## src/rtl/chan_scheduler_pkg.sv

```systemverilog
// Shared types and constants for the channel scheduler.
// Holds requester count, select width, FSM state encoding and a one-hot helper.
package chan_scheduler_pkg;

    localparam int unsigned NUM_REQ = 4;
    localparam int unsigned SEL_W   = 2;

    typedef enum logic [1:0] {
        IDLE,
        HOLD,
        GAP
    } state_t;

    // Select index to one-hot requester mask
    function automatic logic [NUM_REQ-1:0] onehot(input logic [SEL_W-1:0] sel);
        logic [NUM_REQ-1:0] mask;
        mask      = '0;
        mask[sel] = 1'b1;
        return mask;
    endfunction

endpackage

```

## src/rtl/chan_scheduler_if.sv

```systemverilog
// Request/select bundle between requesters and the channel scheduler.
// Signals: req, req_dest, lock (requester side), mux_sel, demux_sel, chan_en,
// grant, done, busy (scheduler side).
// master: requester / test side; slave: the scheduler.
interface chan_scheduler_if;
    import chan_scheduler_pkg::*;

    logic [NUM_REQ-1:0]       req;
    logic [SEL_W*NUM_REQ-1:0] req_dest;
    logic                     lock;
    logic [SEL_W-1:0]         mux_sel;
    logic [SEL_W-1:0]         demux_sel;
    logic                     chan_en;
    logic [NUM_REQ-1:0]       grant;
    logic [NUM_REQ-1:0]       done;
    logic                     busy;

    modport master (
        output req, req_dest, lock,
        input  mux_sel, demux_sel, chan_en, grant, done, busy
    );

    modport slave (
        input  req, req_dest, lock,
        output mux_sel, demux_sel, chan_en, grant, done, busy
    );

endinterface

```

## src/rtl/chan_scheduler_rr_pick.sv

```systemverilog
// Combinational round-robin picker.
// Ports: req (request mask), last (previous owner) -> valid (any request),
// idx (first set request scanning last+1, last+2, ... modulo NUM_REQ).
module rr_pick
    import chan_scheduler_pkg::*;
(
    input  logic [NUM_REQ-1:0] req,
    input  logic [SEL_W-1:0]   last,
    output logic               valid,
    output logic [SEL_W-1:0]   idx
);

    // Scan from farthest to nearest so the nearest candidate after 'last' wins
    always_comb begin
        logic [SEL_W-1:0] cand;
        valid = 1'b0;
        idx   = last;
        cand  = '0;
        for (int k = NUM_REQ; k >= 1; k--) begin
            cand = last + SEL_W'(k);
            if (req[cand]) begin
                valid = 1'b1;
                idx   = cand;
            end
        end
    end

endmodule

```

## src/rtl/chan_scheduler.sv

```systemverilog
// Round-robin time-multiplexing controller for the shared 4-bit channel.
// Ports: clk, rst (sync, active-high), bus (chan_scheduler_if.slave):
//   req/req_dest/lock in; mux_sel/demux_sel/chan_en/grant/done/busy out.
// Parameters: HOLD_CYCLES (slot length, >=1), GAP_CYCLES (idle gap, >=0),
//   CNT_W (counter width).
// Optional feature: define CHAN_SCHED_LOCK_EN to let the owner extend its
//   slot by holding lock and its request at the end of the slot.
module chan_scheduler
    import chan_scheduler_pkg::*;
#(
    parameter int unsigned HOLD_CYCLES = 4,
    parameter int unsigned GAP_CYCLES  = 1,
    parameter int unsigned CNT_W       = 8
) (
    input  logic              clk,
    input  logic              rst,
    chan_scheduler_if.slave   bus
);

    state_t             state_q, state_d;
    logic [CNT_W-1:0]   cnt_q, cnt_d;
    logic [SEL_W-1:0]   last_q, last_d;
    logic [SEL_W-1:0]   mux_q, mux_d;
    logic [SEL_W-1:0]   demux_q, demux_d;
    logic [NUM_REQ-1:0] grant_q, grant_d;
    logic [NUM_REQ-1:0] done_q, done_d;
    logic               chan_en_q, chan_en_d;
    logic               busy_q, busy_d;

    logic               pick_valid;
    logic [SEL_W-1:0]   pick_idx;
    logic               extend;

    rr_pick u_rr_pick (
        .req   (bus.req),
        .last  (last_q),
        .valid (pick_valid),
        .idx   (pick_idx)
    );

    // Slot extension request; mux_q names the current owner during HOLD
`ifdef CHAN_SCHED_LOCK_EN
    assign extend   = bus.lock & bus.req[mux_q];
    assign bus.done = extend ? '0 : done_q;
`else
    logic unused_lock;
    assign unused_lock = bus.lock;
    assign extend      = 1'b0;
    assign bus.done    = done_q;
`endif

    // State and output registers
    always_ff @(posedge clk) begin
        if (rst) begin
            state_q   <= IDLE;
            cnt_q     <= '0;
            last_q    <= SEL_W'(NUM_REQ - 1);
            mux_q     <= '0;
            demux_q   <= '0;
            grant_q   <= '0;
            done_q    <= '0;
            chan_en_q <= 1'b0;
            busy_q    <= 1'b0;
        end else begin
            state_q   <= state_d;
            cnt_q     <= cnt_d;
            last_q    <= last_d;
            mux_q     <= mux_d;
            demux_q   <= demux_d;
            grant_q   <= grant_d;
            done_q    <= done_d;
            chan_en_q <= chan_en_d;
            busy_q    <= busy_d;
        end
    end

    // Next-state and next-output logic
    always_comb begin
        state_d   = state_q;
        cnt_d     = cnt_q;
        last_d    = last_q;
        mux_d     = mux_q;
        demux_d   = demux_q;
        grant_d   = grant_q;
        chan_en_d = chan_en_q;

        case (state_q)
            IDLE: begin
                if (pick_valid) begin
                    mux_d     = pick_idx;
                    demux_d   = bus.req_dest[{pick_idx, 1'b0} +: SEL_W];
                    grant_d   = onehot(pick_idx);
                    chan_en_d = 1'b1;
                    cnt_d     = CNT_W'(HOLD_CYCLES - 1);
                    state_d   = HOLD;
                end
            end
            HOLD: begin
                if (cnt_q != '0) begin
                    cnt_d = cnt_q - CNT_W'(1);
                end else if (extend) begin
                    cnt_d = CNT_W'(HOLD_CYCLES - 1);
                end else begin
                    chan_en_d = 1'b0;
                    grant_d   = '0;
                    last_d    = mux_q;
                    if (GAP_CYCLES > 0) begin
                        cnt_d   = CNT_W'(GAP_CYCLES - 1);
                        state_d = GAP;
                    end else begin
                        state_d = IDLE;
                    end
                end
            end
            GAP: begin
                if (cnt_q != '0) begin
                    cnt_d = cnt_q - CNT_W'(1);
                end else begin
                    state_d = IDLE;
                end
            end
            default: begin
                state_d = IDLE;
            end
        endcase

        // done is registered one edge early: it marks the cycle whose cnt is 0
        done_d = (state_d == HOLD && cnt_d == '0) ? grant_d : '0;
        busy_d = (state_d != IDLE);
    end

    assign bus.mux_sel   = mux_q;
    assign bus.demux_sel = demux_q;
    assign bus.chan_en   = chan_en_q;
    assign bus.grant     = grant_q;
    assign bus.busy      = busy_q;

endmodule

```

## src/flat_wrapper.sv

```systemverilog
// flat-port wrapper written by rule: the top's interface ports become plain ports
module chan_scheduler_flat import chan_scheduler_pkg::*;
#(
    parameter int unsigned HOLD_CYCLES = 4,
    parameter int unsigned GAP_CYCLES  = 1,
    parameter int unsigned CNT_W       = 8
)
  (clk, rst, bus_req, bus_req_dest, bus_lock, bus_mux_sel, bus_demux_sel, bus_chan_en, bus_grant, bus_done, bus_busy);
  chan_scheduler_if bus_i ();
  input  logic clk;
  input  logic rst;
  input wire logic [$bits(bus_i.req)-1:0] bus_req;
  input wire logic [$bits(bus_i.req_dest)-1:0] bus_req_dest;
  input wire logic [$bits(bus_i.lock)-1:0] bus_lock;
  output wire logic [$bits(bus_i.mux_sel)-1:0] bus_mux_sel;
  output wire logic [$bits(bus_i.demux_sel)-1:0] bus_demux_sel;
  output wire logic [$bits(bus_i.chan_en)-1:0] bus_chan_en;
  output wire logic [$bits(bus_i.grant)-1:0] bus_grant;
  output wire logic [$bits(bus_i.done)-1:0] bus_done;
  output wire logic [$bits(bus_i.busy)-1:0] bus_busy;
  assign bus_i.req = bus_req;
  assign bus_i.req_dest = bus_req_dest;
  assign bus_i.lock = bus_lock;
  assign bus_mux_sel = bus_i.mux_sel;
  assign bus_demux_sel = bus_i.demux_sel;
  assign bus_chan_en = bus_i.chan_en;
  assign bus_grant = bus_i.grant;
  assign bus_done = bus_i.done;
  assign bus_busy = bus_i.busy;
  chan_scheduler #(.HOLD_CYCLES(HOLD_CYCLES), .GAP_CYCLES(GAP_CYCLES), .CNT_W(CNT_W)) u_core (.clk(clk), .rst(rst), .bus(bus_i));
endmodule
```

## config.mk

```make
export PLATFORM = sky130hd
export DESIGN_NAME = chan_scheduler_flat
export DESIGN_NICKNAME = d
export VERILOG_FILES = /design/src/rtl/chan_scheduler_pkg.sv /design/src/rtl/chan_scheduler_if.sv /design/src/rtl/chan_scheduler_rr_pick.sv /design/src/rtl/chan_scheduler.sv /design/src/flat_wrapper.sv
export SDC_FILE = /design/constraint.sdc
export NUM_CORES = 1
export LEC_CHECK = 0
export CAP_MARGIN = 10
export CORE_ASPECT_RATIO = 0.75
export CORE_MARGIN = 10
export CORE_UTILIZATION = 50
export DETAILED_ROUTE_END_ITERATION = 6
export MAX_ROUTING_LAYER = met4
export PLACE_DENSITY = 0.77
export SLEW_MARGIN = 15
export SYNTH_ARGS = -nofsm -noshare
export SYNTH_HDL_FRONTEND = slang
export SYNTH_HIERARCHICAL = 1
export SYNTH_SLANG_ARGS = --single-unit
export TNS_END_PERCENT = 100
```

## constraint.sdc

```tcl
create_clock -name clk -period 2.8 [get_ports clk]
set_input_delay 0.84 -clock clk [delete_from_list [all_inputs] [get_ports clk]]
set_output_delay 0.84 -clock clk [all_outputs]
set_load 0.005 [all_outputs]
```

==> flow_summary.json <==
{
  "status": "finished, final reports clean",
  "place_area_sq_um": 1800,
  "cp-start-kind": "input port",
  "cts_made_buffers": 3,
  "dr_total_vias": 1311,
  "clock_sinks": 26,
  "cp_max_fo": 4,
  "dpl.hpwl_um": 2910,
  "synth_adder_area_share_pct": 2.62,
  "start_util_pct": 53.5,
  "hold_path_end": "u_core/bus.chan_en$_SDFFE_PP0P_",
  "synth_mux_area_share_pct": 8.89,
  "yosys.area_share.simple_pct": 25.1,
  "fin_crit_ps": 2700,
  "hold_path.startpoint": "u_core/bus.chan_en$_SDFFE_PP0P_",
  "yosys.area.top_type_share_pct": 36.3,
  "ant_nets": 0,
  "drt_iter0_drc": 64,
  "drt-total-wl_um": 3900,
  "detailedPlace.worstSlack_ps": -460,
  "fp.coreArea_sq_um": 2680,
  "grt_pass1_vias": 1298,
  "dp_cells": 224,
  "maxSlewHeadroom_pct": 65.4,
  "nets": 214,
  "rows": 16,
  "p_per_area_nw_per_um2": 1270,
  "ff2ff_setup_slack_ps": 190,
  "dieArea_sq_um": 5440,
  "syn_inst": 158,
  "syn-cell-area_sq_um": 1440,
  "grt_overflow": 0,
  "r2r-end": "u_core/bus.done[3]$_SDFF_PP0_",
  "p_leak_nw": 0.738,
  "gp_congestion": 0.884,
  "tightest_slew_ps": 516,
  "synth_xor_area_share_pct": 1.74,
  "drv_cap": 0,
  "layout_setup_ws_ps": 97.1,
  "synth_compound_area_share_pct": 19.9,
  "dr.pass1.iters": 4,
  "clockBufferDepth": 2,
  "antenna_cells": 0,
  "io_pins": 29,
  "clkSlewWorstSetupHoldPaths_ps": 80,
  "fin_hold_ws_ps": 465,
  "setup_violations": 0,
  "fin_util_pct": 71.2,
  "antenna_found_initial": 0,
  "rr_startpoint": "u_core/cnt_q[0]$_SDFF_PP0_",
  "hold-path-cell-count": 2,
  "ys_seq_elements": 26,
  "cts_tree": "built",
  "required_ps": 3000,
  "max_freq_mhz": 370,
  "drive_gt1_share_pct": 20.1,
  "stdcell_area_sq_um": 1910,
  "cts_max_level": 1,
  "wl_per_cell_um": 17.0,
  "synth_top_flop_cell": "dfxtp_1",
  "synth_edf_count": 0,
  "die_y_um": 66.4,
  "grt_usage_pct": 14.7,
  "hp-class": "flop to flop",
  "syn_area_per_cell_sq_um": 9.08,
  "drc_errors": 0,
  "hold_violations": 0,
  "portBuffers": 27,
  "crit_arrival_ps": 2900,
  "critical_path_class": "input port to flop",
  "grt_max_degree": 20,
  "reg2reg_depth": 10,
  "finalMaxSlewViolations": 0,
  "critPathLaunch": "bus_req[1]",
  "clk_latency_ps": 270,
  "die_w_um": 81.9,
  "viasPerCell": 5.70,
  "hold_buffers": 0,
  "finClkSkew_ps": 1.99,
  "syn_to_final_growth_pct": 33.1,
  "ir_worst_vdd_v": 0.000705,
  "seq_area_frac_synth_pct": 36.3,
  "finalCritPeriodShare_pct": 96.5,
  "instances_no_fill": 230,
  "cts_root_buf": "clkbuf_8",
  "synth_fp_nets": 176,
  "async_flop_share_pct": 0,
  "yosysUniqueCellTypes": 47,
  "grt_pass1_wl_um": 6150,
  "synth_top_family_by_area": "simple AND/OR/NAND/NOR gates",
  "synth_warnings": 6,
  "endpoint_kind": "flop",
  "netlist_top_cells_area": "dfxtp_1 (36%), nor2_1 (4.7%), mux4_2 (4.7%)",
  "synth_top_area_cell": "dfxtp_1"
}
## repair_timing
item,in CTS,in global routing
setup endpoints to repair,4,4
pin swaps,4,5
setup buffers,1,2
resized for setup,5,9
## placed cells by master (no fill, tap or decap), types with 4 or more instances in the layout
cell and count:
dfxtp_1 26, nand2_1 11, nor2b_1 5, nor3_2 4, nor3_1 5, mux2i_1 6
a31oi_2 4, inv_1 9, a21oi_1 8, nor2_1 18, buf_4 15, clkdlybuf4s50_1 23
## stage by stage
stage                     setup TNS, ps  total power [mW]
after detailed placement          -1750              2.06
after global routing              -2.59              2.61
after floorplan                       0              1.64
after CTS                             0              2.28
after global placement            -1380              2.01
final                                 0              2.42
## worst max path at each step
stage | end | slack, ps | cells after the start
detailed placement | u_core/bus.done[3]$_SDFF_PP0_ | -460 | 7
global placement | u_core/bus.done[3]$_SDFF_PP0_ | -370 | 7
CTS | u_core/bus.done[0]$_SDFF_PP0_ | 3 | 7
global route | u_core/bus.done[3]$_SDFF_PP0_ | -3 | 7
finish | u_core/bus.done[3]$_SDFF_PP0_ | 100 | 7
floorplan | u_core/bus.done[3]$_SDFF_PP0_ | 160 | 6
## synth_stat cells (3+ instances only)
master and n:
ha_1 3, a31oi_2 4, nor2b_1 5, buf_2 3, a21oi_1 8, nor3_1 9, dfxtp_1 26, a31oi_1 3
clkbuf_1 5, nor3b_1 3, nand2_1 11, inv_1 9, nor2_1 18, mux4_2 3, mux2i_1 6
## layer usage
layer / vias up / routed length, um / GRT usage, %
met2: 30 / 2000 / 23.6
met3: 6 / 172 / 4.21
li1: 646 / - / -
met4: 0 / 36 / 4.03
met5: - / 0 / -
met1: 629 / 1690 / 17.6
## power by group
part           switching (mW)  internal (mW)  leakage (nW)  total, mW
sequential              0.190          0.505         0.213      0.694
combinational           0.803          0.717         0.503       1.52
clock                   0.110         0.0963        0.0216      0.206
total                    1.10           1.32         0.738       2.42
## kinds of logic (layout without fill, tap and decap cells)
kind of cell,Yosys count,in the layout
simple gates,65,65
xor+xnor,2,2
fa+ha+maj,3,3
compound gates,35,35
buf+inv,18,54
flops,26,26
mux,9,9
## registers in the layout (all words and copies together) (netlist names)
signal	flops
u_core/cnt_q	8
u_core/bus.done	4
u_core/bus.grant	4
u_core/bus.demux_sel	2
u_core/bus.mux_sel	2
u_core/last_q	2
u_core/state_q	2
u_core/bus.busy	1
u_core/bus.chan_en	1
## layout make-up
| class | instances | area (sq um) |
|---|---|---|
| fill | 217 | 772 |
| sequential | 26 | 520 |
| timing repair buffer | 42 | 384 |
| clock buffer | 3 | 41.3 |
| tap | 36 | 45.0 |
| inverter | 9 | 33.8 |
| multi-input combinational | 114 | 886 |
## critical path, cell delays in order
cell,delay [ps]
dlygate4sd2_1,240
or4_4,480
or2_1,230
mux4_2,500
a221oi_4,250
nand4_4,180
nor3_2,180
No activity file was read; power rests on OpenSTA's default activity.
